**src/rtl/hls_run_sequencer_if.sv**
```systemverilog
// Command, core-control and result signals of the run sequencer.
// master = the sequencer itself, slave = the host/core environment around it.
interface hls_run_sequencer_if #(
  parameter int CYCLE_W = 32,
  parameter int RUN_W   = 8
);
  logic               cmd_start;
  logic [RUN_W-1:0]   cmd_num_runs;
  logic               cmd_abort;
  logic               kernel_reset;
  logic               start_port;
  logic               done_port;
  logic               check_en;
  logic               check_ok;
  logic               busy;
  logic               result_valid;
  logic [1:0]         result_status;
  logic [CYCLE_W-1:0] result_cycles;
  logic [RUN_W-1:0]   result_run_idx;
  logic [RUN_W-1:0]   pass_count;
  logic [RUN_W-1:0]   fail_count;
  logic               batch_done;
  logic               aborted;

  modport master (
    input  cmd_start, cmd_num_runs, cmd_abort, done_port, check_en, check_ok,
    output kernel_reset, start_port, busy, result_valid, result_status, result_cycles,
           result_run_idx, pass_count, fail_count, batch_done, aborted
  );

  modport slave (
    output cmd_start, cmd_num_runs, cmd_abort, done_port, check_en, check_ok,
    input  kernel_reset, start_port, busy, result_valid, result_status, result_cycles,
           result_run_idx, pass_count, fail_count, batch_done, aborted
  );
endinterface

```
**src/rtl/hls_run_sequencer.sv**
```systemverilog
// Batch run controller for one HLS core: reset, start, time, grade and count each run.
// Result strobe one cycle after done/timeout; no backpressure, all strobes are one cycle wide.
module hls_run_sequencer #(
  parameter int CYCLE_W        = 32,
  parameter int RUN_W          = 8,
  parameter int TIMEOUT_CYCLES = 200000000,
  parameter int RESET_CYCLES   = 2
) (
  input logic                 clock,
  input logic                 reset,
  hls_run_sequencer_if.master bus
);
  localparam int KW = (RESET_CYCLES > 1) ? $clog2(RESET_CYCLES) : 1;
  localparam logic [1:0] ST_PASS     = 2'b00;
  localparam logic [1:0] ST_FAIL     = 2'b01;
  localparam logic [1:0] ST_TIMEOUT  = 2'b10;
  localparam logic [1:0] ST_UNGRADED = 2'b11;

  typedef enum logic [2:0] {S_IDLE, S_KRST, S_START, S_WAIT, S_REPORT, S_FIN} state_t;

  state_t             state;
  logic [RUN_W-1:0]   runs;
  logic [RUN_W-1:0]   run_idx;
  logic [KW-1:0]      krst_cnt;
  logic [CYCLE_W-1:0] lat;
  logic               run_active;
  logic               hit_timeout;
  logic               run_end;
  logic [1:0]         run_status;

  // lat always holds the latency of the current cycle, so START and WAIT share one end test
  assign run_active  = (state == S_START) || (state == S_WAIT);
  assign hit_timeout = (state == S_WAIT) && !bus.done_port && (lat == CYCLE_W'(TIMEOUT_CYCLES));
  assign run_end     = run_active && (bus.done_port || hit_timeout);
  assign run_status  = hit_timeout   ? ST_TIMEOUT  :
                       !bus.check_en ? ST_UNGRADED :
                       bus.check_ok  ? ST_PASS     : ST_FAIL;

  always_ff @(posedge clock) begin
    if (reset) begin
      state               <= S_IDLE;
      runs                <= '0;
      run_idx             <= '0;
      krst_cnt            <= '0;
      lat                 <= '0;
      bus.kernel_reset    <= 1'b1;
      bus.start_port      <= 1'b0;
      bus.busy            <= 1'b0;
      bus.result_valid    <= 1'b0;
      bus.result_status   <= 2'b00;
      bus.result_cycles   <= '0;
      bus.result_run_idx  <= '0;
      bus.pass_count      <= '0;
      bus.fail_count      <= '0;
      bus.batch_done      <= 1'b0;
      bus.aborted         <= 1'b0;
    end else begin
      bus.start_port   <= 1'b0;
      bus.result_valid <= 1'b0;
      bus.batch_done   <= 1'b0;
      case (state)
        S_IDLE: begin
          if (bus.cmd_start) begin
            runs           <= (bus.cmd_num_runs == '0) ? RUN_W'(1) : bus.cmd_num_runs;
            run_idx        <= '0;
            bus.pass_count <= '0;
            bus.fail_count <= '0;
            bus.aborted    <= 1'b0;
            bus.busy       <= 1'b1;
            krst_cnt       <= '0;
            state          <= S_KRST;
          end
        end
        S_KRST: begin
          if (bus.cmd_abort) begin
            bus.aborted    <= 1'b1;
            bus.batch_done <= 1'b1;
            state          <= S_FIN;
          end else if (krst_cnt == KW'(RESET_CYCLES - 1)) begin
            bus.kernel_reset <= 1'b0;
            bus.start_port   <= 1'b1;
            lat              <= CYCLE_W'(1);
            state            <= S_START;
          end else begin
            krst_cnt <= krst_cnt + KW'(1);
          end
        end
        S_START, S_WAIT: begin
          if (run_end) begin
            // a done in the abort cycle still completes and reports the run
            bus.result_valid   <= 1'b1;
            bus.result_status  <= run_status;
            bus.result_cycles  <= lat;
            bus.result_run_idx <= run_idx;
            if (run_status == ST_PASS)
              bus.pass_count <= bus.pass_count + RUN_W'(1);
            else if (run_status != ST_UNGRADED)
              bus.fail_count <= bus.fail_count + RUN_W'(1);
            if (hit_timeout || bus.cmd_abort)
              bus.aborted <= 1'b1;
            state <= S_REPORT;
          end else if (bus.cmd_abort && (state == S_START)) begin
            bus.aborted      <= 1'b1;
            bus.batch_done   <= 1'b1;
            bus.kernel_reset <= 1'b1;
            state            <= S_FIN;
          end else begin
            if (bus.cmd_abort)
              bus.aborted <= 1'b1;
            lat   <= lat + CYCLE_W'(1);
            state <= S_WAIT;
          end
        end
        S_REPORT: begin
          bus.kernel_reset <= 1'b1;
          if (bus.aborted || bus.cmd_abort || (run_idx == runs - RUN_W'(1))) begin
            if (bus.cmd_abort)
              bus.aborted <= 1'b1;
            bus.batch_done <= 1'b1;
            state          <= S_FIN;
          end else begin
            run_idx  <= run_idx + RUN_W'(1);
            krst_cnt <= '0;
            state    <= S_KRST;
          end
        end
        S_FIN: begin
          bus.busy <= 1'b0;
          state    <= S_IDLE;
        end
        default: state <= S_IDLE;
      endcase
    end
  end
endmodule

```
**src/flat_wrapper.sv**
```systemverilog
// flat-port wrapper written by rule: the top's interface ports become plain ports
module hls_run_sequencer_flat 
#(
  parameter int CYCLE_W        = 32,
  parameter int RUN_W          = 8,
  parameter int TIMEOUT_CYCLES = 200000000,
  parameter int RESET_CYCLES   = 2
)
  (clock, reset, bus_cmd_start, bus_cmd_num_runs, bus_cmd_abort, bus_done_port, bus_check_en, bus_check_ok, bus_kernel_reset, bus_start_port, bus_busy, bus_result_valid, bus_result_status, bus_result_cycles, bus_result_run_idx, bus_pass_count, bus_fail_count, bus_batch_done, bus_aborted);
  hls_run_sequencer_if #(.CYCLE_W(CYCLE_W), .RUN_W(RUN_W)) bus_i ();
  input logic clock;
  input logic reset;
  input wire logic [$bits(bus_i.cmd_start)-1:0] bus_cmd_start;
  input wire logic [$bits(bus_i.cmd_num_runs)-1:0] bus_cmd_num_runs;
  input wire logic [$bits(bus_i.cmd_abort)-1:0] bus_cmd_abort;
  input wire logic [$bits(bus_i.done_port)-1:0] bus_done_port;
  input wire logic [$bits(bus_i.check_en)-1:0] bus_check_en;
  input wire logic [$bits(bus_i.check_ok)-1:0] bus_check_ok;
  output wire logic [$bits(bus_i.kernel_reset)-1:0] bus_kernel_reset;
  output wire logic [$bits(bus_i.start_port)-1:0] bus_start_port;
  output wire logic [$bits(bus_i.busy)-1:0] bus_busy;
  output wire logic [$bits(bus_i.result_valid)-1:0] bus_result_valid;
  output wire logic [$bits(bus_i.result_status)-1:0] bus_result_status;
  output wire logic [$bits(bus_i.result_cycles)-1:0] bus_result_cycles;
  output wire logic [$bits(bus_i.result_run_idx)-1:0] bus_result_run_idx;
  output wire logic [$bits(bus_i.pass_count)-1:0] bus_pass_count;
  output wire logic [$bits(bus_i.fail_count)-1:0] bus_fail_count;
  output wire logic [$bits(bus_i.batch_done)-1:0] bus_batch_done;
  output wire logic [$bits(bus_i.aborted)-1:0] bus_aborted;
  assign bus_i.cmd_start = bus_cmd_start;
  assign bus_i.cmd_num_runs = bus_cmd_num_runs;
  assign bus_i.cmd_abort = bus_cmd_abort;
  assign bus_i.done_port = bus_done_port;
  assign bus_i.check_en = bus_check_en;
  assign bus_i.check_ok = bus_check_ok;
  assign bus_kernel_reset = bus_i.kernel_reset;
  assign bus_start_port = bus_i.start_port;
  assign bus_busy = bus_i.busy;
  assign bus_result_valid = bus_i.result_valid;
  assign bus_result_status = bus_i.result_status;
  assign bus_result_cycles = bus_i.result_cycles;
  assign bus_result_run_idx = bus_i.result_run_idx;
  assign bus_pass_count = bus_i.pass_count;
  assign bus_fail_count = bus_i.fail_count;
  assign bus_batch_done = bus_i.batch_done;
  assign bus_aborted = bus_i.aborted;
  hls_run_sequencer #(.CYCLE_W(CYCLE_W), .RUN_W(RUN_W), .TIMEOUT_CYCLES(TIMEOUT_CYCLES), .RESET_CYCLES(RESET_CYCLES)) u_core (.clock(clock), .reset(reset), .bus(bus_i));
endmodule
```
**config.mk**
```make
export PLATFORM = sky130hd
export DESIGN_NAME = hls_run_sequencer_flat
export DESIGN_NICKNAME = d
export VERILOG_FILES = /design/src/rtl/hls_run_sequencer_if.sv /design/src/rtl/hls_run_sequencer.sv /design/src/flat_wrapper.sv
export SDC_FILE = /design/constraint.sdc
export NUM_CORES = 1
export LEC_CHECK = 0
export CORE_MARGIN = 2
export CORE_UTILIZATION = 55
export CTS_CLUSTER_DIAMETER = 80
export DETAILED_ROUTE_END_ITERATION = 8
export PLACE_DENSITY = 0.81
export SLEW_MARGIN = 40
export SYNTH_ARGS = -nofsm -noshare
export SYNTH_HDL_FRONTEND = slang
export SYNTH_SLANG_ARGS = --single-unit
export TNS_END_PERCENT = 5
```
**constraint.sdc**
```tcl
create_clock -name clock -period 5.5 [get_ports clock]
set_input_delay 0.825 -clock clock [delete_from_list [all_inputs] [get_ports clock]]
set_output_delay 0.825 -clock clock [all_outputs]
set_load 0.02 [all_outputs]
```
## Yosys cells after proc, flatten, opt, wreduce, memory -nomap -nowiden

Index checks and enable logic that the tools add are counted.

- Reductions and logical operators: 34
- Equal/unequal tests: 22
- $add $sub $neg: 6
- Muxes and demuxes: 51
- Bitwise operators: 2

Operator list:

| cell | number |
|---|---|
| 32-bit two-way mux | 4 |
| 8-bit two-way mux | 8 |
| 32-bit case mux with 2 select lines | 1 |
| 8-bit case mux with 2 select lines | 3 |
| 32-bit by 1-bit adder with 32-bit output, second input constant | 1 |
| 32-bit by 28-bit equality test with 1-bit output, second input constant | 1 |
| 8-bit by 1-bit adder with 8-bit output, second input constant | 3 |
| 1-bit two-way mux | 21 |
| 3-bit two-way mux | 6 |
| 5-bit AND reduction | 3 |
| 2-bit != test, second input constant | 7 |
| 2-bit by 1-bit != test with 1-bit output, second input constant | 6 |
| 3-bit case mux with 4 select lines | 1 |
| 4-bit AND reduction | 3 |
| 1-bit case mux with 3 select lines | 3 |
| 8-bit equality test | 1 |
| 8-bit zero test | 1 |
| 2-bit AND reduction | 4 |
| 2-bit nonzero test | 4 |
| 8-bit by 1-bit subtractor with 8-bit output, second input constant | 1 |
| 3-bit by 2-bit equality test with 1-bit output, second input constant | 2 |
| 3-bit equality test, second input constant | 2 |
| 3-bit nonzero test | 2 |
| 1-bit logical OR | 5 |
| other kinds (16) | 22 |

- Output and inout port bits: 64
- Bits in registers: 116
- Logic and storage cells: 131
- Bits of input ports: 15

## Depth between registers and ports, before layout

Gate-level depths: netlist of run 1.

- Depth in word-level cells: 9
- Depth in mapped cells: 11
- Mapped depth without buffers: 9

## Worst setup path after synthesis of run 1

Ideal clock, no wire load.

- Kind: in2reg
- From: input bus_done_port
- To: register u_core.lat[21]
- Required time: 5.372 ns
- Setup time: 0.128 ns
- Arrival: 2.173 ns
- Setup slack: 3.200 ns
- Path buffers: 2
- Cell stages on the path: 9
- Cells stage by stage: nor3b_1 > nand4_1 > nor4_4 > o41a_1 > buf_4 > buf_6 > nor3_1 > xnor2_1 > nor2_1

- Cells in the longest elaborated chain, start to end: 7

Ends and longest elaborated chain:

| what | line | source |
|---|---|---|
| start, declared | flat_wrapper.sv:16 | `input wire logic [$bits(bus_i.done_port)-1:0] bus_done_port;` |
| 1-bit zero test | hls_run_sequencer.sv:33 | `assign hit_timeout = (state == S_WAIT) && !bus.done_port && (lat == CYCLE_W'(TIMEOUT_CYCLES));` |
| 1-bit logical AND (2 in a row) | hls_run_sequencer.sv:33 |  |
| 1-bit logical OR (*) | hls_run_sequencer.sv:34 | `assign run_end = run_active && (bus.done_port \|\| hit_timeout);` |
| 1-bit logical AND (*) | hls_run_sequencer.sv:34 |  |
| 2-bit != test (no source line) (*) | - |  |
| 5-bit AND reduction (no source line) (*) | - |  |
| end signal, assigned | hls_run_sequencer.sv:110 | `lat <= lat + CYCLE_W'(1);` |
| end, declared | hls_run_sequencer.sv:25 | `logic [CYCLE_W-1:0] lat;` |

Mark *: on every way between the ends. The rest lies on a longest branch, timed or not.
A chain may end at the register's enable or synchronous reset.

## Final worst setup path of run 1

- From: input bus_done_port
- To: register u_core.bus.result_run_idx[0] (netlist bit)

- Cells in the longest elaborated chain, start to end: 6

Ends and longest elaborated chain:

| what | line | source |
|---|---|---|
| 1-bit zero test | hls_run_sequencer.sv:33 |  |
| 1-bit logical AND (2 in a row) | hls_run_sequencer.sv:33 |  |
| 1-bit logical OR (*) | hls_run_sequencer.sv:34 |  |
| 1-bit logical AND (*) | hls_run_sequencer.sv:34 |  |
| 2-bit AND reduction (no source line) (*) | - |  |
| end signal, assigned | hls_run_sequencer.sv:94 | `bus.result_run_idx <= run_idx;` |
| end, declared | hls_run_sequencer_if.sv:28 | `result_run_idx, pass_count, fail_count, batch_done, aborted` |

Marked as above.

==> results.py, run 1 <==
metrics = {
    "detailed_routing": {
        "via_count": 4752,
        "drtIter0Drc": 241,
        "post_drt_wl_per_cell_um": 15.2,
        "totalWireLength_um": 12600,
        "drtPass1Iterations": 5,
        "post-route-drc-count": 0,
        "vias_per_cell": 5.76,
        "ant_nets": 0,
    },
    "placed_design": {
        "finalWeightedCongestion": 0.864,
        "place_area_mm2": 0.00595,
        "dp_cells": 797,
        "port_buffers": 78,
        "dp_hpwl_um": 8330,
        "dpl_worst_slack_ns": 1.79,
    },
    "cells_and_area": {
        "final_util": 0.710,
        "multi_input_area_mm2": 0.00266,
        "ff_latch_area_mm2": 0.00232,
        "area_growth_pct": 26.5,
        "mostFrequentLayoutCell": "nand2_1",
        "fin_cells": 825,
        "final_cell_mix": "nand2_1, dfxtp_1, nor2_1",
        "fillers": 701,
        "diodes": 0,
        "final_nets": 726,
        "fin_area_mm2": 0.00650,
        "drive_gt1_frac": 0.0602,
    },
    "global_routing": {
        "met1_usage": 0.330,
        "track_usage": 0.261,
        "met3_usage": 0.0700,
        "grt_pass1_vias": 4638,
        "antenna_found_initial": 0,
        "overflow": 0,
        "grt_max_degree": 71,
        "grt_pass1_wl_um": 21400,
        "grt.busiest_layer": "met2",
        "use_met2": 0.428,
    },
    "floorplanning": {
        "die_w_um": 101,
        "chipHeight_um": 101,
        "rows": 35,
        "start_util": 0.562,
        "core_region_area_mm2": 0.00915,
        "ios": 79,
        "dieArea_mm2": 0.0101,
    },
    "timing": {
        "fin_skew_ns": 0.00961,
        "tns_ns": 0,
        "fin_crit_ns": 3.37,
        "hold_violations": 0,
        "setup_viol": 0,
        "fmax_ghz": 0.297,
        "setup_ws_ns": 2.13,
        "timing.hold.ws_ns": 0.454,
        "min_period_over_period": 0.613,
        "worst_slew_pin_slew_ns": 0.815,
        "slew_headroom": 0.456,
        "slew_viol_final": 0,
        "rsz0062_at_grt": "false",
    },
    "logic_synthesis": {
        "syn_nets": 658,
        "synthArstFlopShare": 0,
        "ys_seq_area_frac": 0.452,
        "synth_edf_count": 0,
        "ys_types": 51,
        "yosys_warnings": 0,
        "ys_ff_latch": 116,
        "synth.avg_cell_area_um2": 8.07,
        "synthCells": 637,
        "syn_area_mm2": 0.00514,
        "synth_top_flop_cell": "dfxtp_1",
    },
    "run": {
        "drv_cap": 0,
    },
    "worst_setup_path": {
        "reg2regPathDepth": 8,
        "r2r_start": "u_core.lat[2]",
        "startpoint": "bus_done_port",
        "cp.arrival_ns": 3.80,
        "crit_type": "input pin to flop",
        "r2r-end": "u_core.bus.result_run_idx[0]",
        "critical_path.startpoint_type": "input pin",
        "critPathMaxFanout": 26,
        "rrSetupSlack_ns": 2.38,
        "end_kind": "flop",
        "required_ns": 5.93,
    },
    "clock_network": {
        "clk_path_buf_depth": 2,
        "cts_setup_buffers": 0,
        "htree_levels": 4,
        "ctsHoldBuffers": 0,
        "cts_resized": 0,
        "clockRootBuffer": "clkbuf_8",
        "cts_tree": "done",
        "numCtsBuffers": 17,
        "clkTransAtPathRegs_ns": 0.05,
        "clock_latency_ns": 0.51,
        "cts_num_sinks": 116,
    },
    "power": {
        "powerDensity_mw_per_mm2": 313,
        "pwr-share-clk": 0.497,
        "p_leak_nw": 2.25,
        "combPwrFrac": 0.074,
        "p_sw_mw": 0.459,
        "p_total_mw": 2.04,
        "switching_share": 0.226,
        "vdd_drop_max_mv": 0.184,
        "p_seq_frac": 0.429,
        "power.internal_mw": 1.58,
    },
    "worst_hold_path": {
        "hold_depth": 2,
        "whs_endpoint": "u_core.bus.result_cycles[7]",
        "worstHoldStart": "u_core.bus.result_cycles[7]",
        "hp-class": "flop to flop",
    },
    "status": {
        "outcome": "finished, final reports clean",
    },
}
-- sequential cells by signal (all words and copies together), names as in the netlist, 2 cells and up --
register,cells
u_core.bus.fail_count,8
u_core.bus.pass_count,8
u_core.bus.result_cycles,32
u_core.bus.result_run_idx,8
u_core.bus.result_status,2
u_core.lat,32
u_core.run_idx,8
u_core.runs,8
u_core.state,3
-- per-layer routing --
layer	vias up	wire length (um)
met5	-	0
met4	0	248
met3	31	617
met2	163	6080
met1	2245	5610
li1	2313	-
-- critical path, cell delays in order --
cell	delay, ns
clkdlybuf4s50_1	0.65
nor3b_1	0.31
nand4_1	0.16
nor4_4	0.53
nor2_1	0.13
nor2_2	0.53
buf_4	0.40
nand2_1	0.10
a21oi_1	0.15
-- synthesized netlist by cell type (all sizes together) (2+ instances only) --
library cell    n  area, um^2
inv             8        30.0
or4             3        22.5
buf             9        52.6
nor3           19         105
o21ai           6        30.0
clkbuf         25        93.8
a311oi          2        17.5
and2            7        43.8
o211ai          3        22.5
o31a            2        17.5
a31oi           2        18.8
xnor2          18         158
nor3b           3        22.5
nor4            9        71.3
a21oi          61         305
ha              6        75.1
dfxtp         116        2320
nand2b          7        43.8
mux2i           4        40.0
xor2           33         289
or3             3        18.8
nand4          24         150
nor2           81         309
nand2         125         469
a211oi          2        15.0
o21a            3        22.5
o31ai           3        22.5
nor2b           4        25.0
nor4b           5        43.8
and3            8        50.1
nand3          25         130
-- cell families (layout without fill, tap and decap cells) --
kind of cell | count (synthesis) | in the layout | share of synthesized area
xor+xnor | 51 | 51 | 0.0869
flops | 116 | 116 | 0.452
buf+inv | 42 | 119 | 0.0343
mux | 4 | 4 | 0.00779
simple gates | 327 | 327 | 0.299
fa+ha+maj | 6 | 6 | 0.0146
compound gates | 91 | 91 | 0.106
-- worst max-delay path by stage --
stage / endpoint / cells after the start
4_1_cts: u_core.bus.result_run_idx[0] / 9
5_1_grt: u_core.bus.result_cycles[16] / 9
6_report: u_core.bus.result_run_idx[0] / 9
2_1_floorplan: u_core.lat[21] / 9
3_3_place_gp: u_core.bus.result_run_idx[2] / 9
3_5_place_dp: u_core.bus.result_cycles[16] / 9
-- power groups by stage --
stage | Clock (mW) | Combinational, mW | Sequential, mW
after detailed placement | 0 | 0.147 | 0.890
after CTS | 1.02 | 0.149 | 0.873
final | 1.01 | 0.150 | 0.874
after global routing | 1.07 | 0.167 | 0.875
after global placement | 0 | 0.143 | 0.889
after floorplan | 0 | 0.105 | 0.888
-- area by class of cell --
type | count | share of cell area
well taps | 111 | 0.0214
multi-input cells | 479 | 0.408
flip-flops and latches | 116 | 0.357
repair buffers | 83 | 0.125
inverters | 8 | 0.00462
clock inverters | 6 | 0.0123
clock buffers | 22 | 0.0712
Power figures use the tool's default switching activity.
==> run 2, diff against run 1 <==
--- a/config.mk
+++ b/config.mk
@@ -6,10 +6,10 @@
 export NUM_CORES = 1
 export LEC_CHECK = 0
 export CORE_MARGIN = 2
-export CORE_UTILIZATION = 55
+export CORE_UTILIZATION = 54
 export CTS_CLUSTER_DIAMETER = 80
 export DETAILED_ROUTE_END_ITERATION = 8
-export PLACE_DENSITY = 0.81
+export PLACE_DENSITY = 0.8
 export SLEW_MARGIN = 40
 export SYNTH_ARGS = -nofsm -noshare
 export SYNTH_HDL_FRONTEND = slang
==> constraint.sdc (replaced) <==
create_clock -name clock -period 3.4 [get_ports clock]
set_input_delay 0.51 -clock clock [delete_from_list [all_inputs] [get_ports clock]]
set_output_delay 0.51 -clock clock [all_outputs]
set_load 0.02 [all_outputs]
==> results.py, run 2 (synthesis results as in run 1) <==
metrics = {
    "global_routing": {
        "grt.busiest_layer": "met2",
        "use_met2": 0.455,
        "overflow": 0,
        "met1_usage": 0.320,
        "grt_max_degree": 48,
        "antenna_found_initial": 0,
        "met3_usage": 0.0628,
        "grt_pass1_wl_um": 21700,
        "track_usage": 0.265,
        "grt_pass1_vias": 4714,
    },
    "placed_design": {
        "port_buffers": 78,
        "place_area_mm2": 0.00599,
        "dp_cells": 818,
        "dp_hpwl_um": 8840,
        "dpl_worst_slack_ns": 0.615,
        "finalWeightedCongestion": 0.955,
    },
    "cells_and_area": {
        "drive_gt1_frac": 0.0707,
        "ff_latch_area_mm2": 0.00232,
        "final_cell_mix": "nand2_1, dfxtp_1, nor2_1",
        "final_nets": 729,
        "area_growth_pct": 28.4,
        "top_regs": "u_core.bus.result_cycles: 32 flops, u_core.lat: 32 flops",
        "multi_input_area_mm2": 0.00265,
        "fin_area_mm2": 0.00660,
        "fin_cells": 850,
        "mostFrequentLayoutCell": "nand2_1",
        "fillers": 682,
        "diodes": 0,
    },
    "worst_setup_path": {
        "critPathSlowestCell": "nor4_4",
        "crit_chain": "nor4b_1, nand4_1, nor4_4, nor2_1, nor2_2, buf_4, nand2_1, a21oi_1",
        "required_ns": 3.82,
        "critPathMaxFanout": 41,
        "critical_path.startpoint_type": "flop",
        "end_kind": "flop",
        "critPathMaxStageDelay_ns": 0.55,
        "crit_type": "flop to flop",
        "cp.arrival_ns": 3.10,
    },
    "status": {
        "outcome": "finished, final reports clean",
    },
    "clock_network": {
        "cts_tree": "done",
        "cts_num_sinks": 116,
        "clkTransAtPathRegs_ns": 0.06,
        "clk_path_buf_depth": 2,
        "cts_setup_buffers": 0,
        "clock_latency_ns": 0.52,
        "htree_levels": 4,
        "cts_resized": 0,
        "clockRootBuffer": "clkbuf_8",
        "ctsHoldBuffers": 0,
        "numCtsBuffers": 17,
    },
    "floorplanning": {
        "chipHeight_um": 102,
        "rows": 35,
        "core_region_area_mm2": 0.00924,
        "dieArea_mm2": 0.0103,
        "start_util": 0.556,
        "die_w_um": 102,
        "ios": 79,
    },
    "detailed_routing": {
        "via_count": 4776,
        "drtPass1Iterations": 5,
        "drtIter0Drc": 400,
        "post_drt_wl_per_cell_um": 15.3,
        "ant_nets": 0,
        "vias_per_cell": 5.62,
        "totalWireLength_um": 13000,
        "post-route-drc-count": 0,
    },
    "timing": {
        "setup_viol": 0,
        "fin_crit_ns": 2.68,
        "slew_headroom": 0.596,
        "worst_slew_pin_slew_ns": 0.605,
        "hold_violations": 0,
        "rsz0062_at_grt": "false",
        "min_period_over_period": 0.788,
        "setup_ws_ns": 0.722,
        "tns_ns": 0,
        "fin_skew_ns": 0.00859,
        "slew_viol_final": 0,
        "fmax_ghz": 0.373,
    },
    "power": {
        "powerDensity_mw_per_mm2": 523,
        "p_total_mw": 3.45,
        "vdd_drop_max_mv": 0.408,
        "p_leak_nw": 2.27,
    },
    "worst_hold_path": {
        "hp-class": "input pin to flop",
    },
    "run": {
        "drv_cap": 0,
    },
}
-- run 2: cell count changes in the layout (fill, tap and decap cells not counted), moves of 3 or more --
cell	change
clkinvlp_4	+5
buf_4	+3
inv_6	+3
clkinv_2	-3
-- run 2: worst max-delay path: cells and delay by family, from the launching register on --
kind	cells	cell delay [ns]
AND/OR/NAND/NOR	6	1.49
buffers and inverters	1	0.38
flip-flops	1	0.50
AO/OA/AOI/OAI	1	0.20
-- run 2: worst paths after layout --
path / start / endpoint / slack [ns] / cells after the start
max: u_core.lat[2] / u_core.bus.result_cycles[10] / 0.72 / 8
min: reset / u_core.state[1] / 0.42 / 2
max reg2reg: u_core.lat[2] / u_core.bus.result_cycles[10] / 0.72 / 8
min reg2reg: u_core.bus.result_cycles[31] / u_core.bus.result_cycles[31] / 0.45 / 2
-- run 2: power by group --
| part | total (mW) | switching, mW | internal [mW] |
|---|---|---|---|
| logic | 0.249 | 0.154 | 0.0953 |
| registers | 1.41 | 0.0297 | 1.38 |
| clock network | 1.79 | 0.653 | 1.14 |
-- run 2: cell type report --
cell class,count,share of cell area
Sequential cell,116,0.352
Inverter,8,0.00455
Clock buffer,18,0.0648
Multi-Input combinational cell,479,0.401
Tap cell,129,0.0245
Clock inverter,14,0.0267
Timing Repair Buffer,86,0.127
-- run 2: per-stage QoR --
stage / utilization / hold WS, ns
after floorplan: - / 0.448
after global placement: 0.649 / 0.445
after detailed placement: 0.649 / 0.448
after CTS: 0.714 / 0.410
after global routing: 0.714 / 0.455
final: 0.714 / 0.422
-- run 2: layer usage --
metal | vias up | share of wire
li1 | 2315 | -
met1 | 2249 | 0.43
met2 | 187 | 0.49
met3 | 25 | 0.069
met4 | 0 | 0.016
met5 | - | 0
==> run 3, diff against run 2 <==
--- a/config.mk
+++ b/config.mk
@@ -6,10 +6,10 @@
 export NUM_CORES = 1
 export LEC_CHECK = 0
 export CORE_MARGIN = 2
-export CORE_UTILIZATION = 54
+export CORE_UTILIZATION = 49
 export CTS_CLUSTER_DIAMETER = 80
 export DETAILED_ROUTE_END_ITERATION = 8
-export PLACE_DENSITY = 0.8
+export PLACE_DENSITY = 0.77
 export SLEW_MARGIN = 40
 export SYNTH_ARGS = -nofsm -noshare
 export SYNTH_HDL_FRONTEND = slang
==> constraint.sdc (replaced) <==
create_clock -name clock -period 2.4 [get_ports clock]
set_input_delay 0.36 -clock clock [delete_from_list [all_inputs] [get_ports clock]]
set_output_delay 0.36 -clock clock [all_outputs]
set_load 0.02 [all_outputs]
==> results.py, run 3 (synthesis results as in run 1) <==
metrics = {
    "worst_setup_path": {
        "end_kind": "flop",
        "reg2regPathDepth": 9,
        "cp_top_family": "simple AND/OR/NAND/NOR gates",
        "r2r-end": "u_core.bus.result_run_idx[0]",
        "critPathMaxStageDelay_ns": 0.39,
        "critPathMaxFanout": 41,
        "worst-path-buf-inv": 2,
        "crit_type": "flop to flop",
        "rrSetupSlack_ns": 0.17,
        "critical_path.startpoint_type": "flop",
        "r2r_start": "u_core.lat[10]",
        "crit_chain": "nor4b_2, nand4_1, nor4_4, buf_4, nor2_1, nor2_2, buf_12, nand2_1, a21oi_1",
        "cp.arrival_ns": 2.66,
        "critPathSlowestCell": "nor4b_2",
        "required_ns": 2.84,
    },
    "cells_and_area": {
        "fin_cells": 874,
        "area_growth_pct": 31.2,
        "top_regs": "u_core.bus.result_cycles: 32 flops, u_core.lat: 32 flops",
        "final_nets": 749,
        "mostFrequentLayoutCell": "nand2_1",
        "final_cell_mix": "nand2_1, dfxtp_1, nor2_1",
        "fin_area_mm2": 0.00674,
        "diodes": 0,
        "drive_gt1_frac": 0.0989,
        "fillers": 851,
    },
    "power": {
        "p_total_mw": 4.63,
        "powerDensity_mw_per_mm2": 687,
        "vdd_drop_max_mv": 0.395,
        "p_leak_nw": 2.38,
    },
    "placed_design": {
        "finalWeightedCongestion": 0.863,
        "dp_cells": 844,
        "dpl_worst_slack_ns": -0.0110,
        "place_area_mm2": 0.00617,
        "port_buffers": 78,
        "dp_hpwl_um": 8860,
    },
    "timing": {
        "rsz0062_at_grt": "false",
        "timing.hold.ws_ns": 0.255,
        "min_period_over_period": 0.928,
        "fin_skew_ns": 0.00577,
        "slew_viol_final": 0,
        "fin_crit_ns": 2.23,
        "setup_viol": 0,
        "slew_headroom": 0.633,
        "setup_ws_ns": 0.173,
        "hold_violations": 0,
        "worst_slew_pin_slew_ns": 0.550,
        "fmax_ghz": 0.449,
    },
    "detailed_routing": {
        "post-route-drc-count": 0,
        "totalWireLength_um": 13200,
        "post_drt_wl_per_cell_um": 15.1,
        "drtIter0Drc": 267,
        "drtPass1Iterations": 5,
        "ant_nets": 0,
        "via_count": 4774,
        "vias_per_cell": 5.46,
    },
    "clock_network": {
        "htree_levels": 4,
        "cts_num_sinks": 116,
        "ctsHoldBuffers": 0,
        "clk_path_buf_depth": 2,
        "clkTransAtPathRegs_ns": 0.05,
        "clockRootBuffer": "clkbuf_8",
        "cts_tree": "done",
        "numCtsBuffers": 17,
        "clock_latency_ns": 0.52,
    },
    "global_routing": {
        "track_usage": 0.244,
        "overflow": 0,
        "antenna_found_initial": 0,
        "grt_pass1_vias": 4787,
        "grt_pass1_wl_um": 22200,
        "grt_max_degree": 51,
    },
    "floorplanning": {
        "rows": 37,
        "core_region_area_mm2": 0.0103,
        "chipHeight_um": 106,
        "start_util": 0.500,
        "die_w_um": 106,
        "dieArea_mm2": 0.0113,
        "ios": 79,
    },
    "worst_hold_path": {
        "worstHoldStart": "reset",
        "hold_depth": 4,
        "hp-class": "input pin to flop",
        "whs_endpoint": "u_core.run_idx[7]",
    },
    "run": {
        "drv_cap": 0,
    },
    "status": {
        "outcome": "finished, final reports clean",
    },
}
## run 3: area by class of cell
type                            count  area [um^2]  share of cell area
Timing Repair Buffer              106         1010               0.150
Tap cell                          136          170              0.0252
Clock buffer                       23          467              0.0692
Sequential cell                   116         2320               0.344
Inverter                            8         30.0             0.00445
Multi-Input combinational cell    479         2690               0.399
Clock inverter                      6         55.1             0.00816
## run 3: report_power, final
group,internal [mW],switching (mW),leakage (nW)
Combinational,0.168,0.236,1.18
Clock,1.42,0.812,0.263
Sequential,1.96,0.0348,0.936
Total,3.55,1.08,2.38
## run 3: worst max-delay path by stage
stage	from	end	slack, ns	cells past startpoint
after CTS	u_core.lat[8]	u_core.bus.fail_count[4]	0.03	8
after floorplan	u_core.runs[0]	u_core.run_idx[7]	0.20	9
after detailed placement	bus_done_port	u_core.bus.fail_count[4]	-0.01	9
after global placement	bus_done_port	u_core.bus.fail_count[7]	0.09	9
after global routing	u_core.lat[10]	u_core.bus.result_cycles[29]	0.02	9
final	u_core.lat[10]	u_core.bus.result_run_idx[0]	0.17	9
## run 3: worst reg2reg max path: cells and delay by family (launching register included)
family,cells,cell delay [ns]
and+or+nand+nor,6,1.20
buffers and inverters,2,0.44
DFF,1,0.37
AOI/OAI and AO/OA,1,0.15
## run 3: repair_timing
item                       4_1_cts  5_1_grt
gates resized for setup          1        7
setup buffers                    0        1
pin swaps                        0        1
setup endpoints to repair        5       50
## run 3: routing by layer
metal,up-vias,GRT usage,part of all wire,wire [um]
met5,-,0,0,0
met1,2258,0.303,0.44,5790
li1,2358,-,-,-
met2,138,0.411,0.50,6550
met3,20,0.0503,0.050,659
met4,0,0.106,0.016,210
## run 3: through the flow
| step | TNS, ns | util |
|---|---|---|
| detailed placement | -0.0149 | 0.600 |
| floorplan | 0 | - |
| global placement | 0 | 0.600 |
| CTS | 0 | 0.652 |
| global route | 0 | 0.656 |
| finish | 0 | 0.656 |
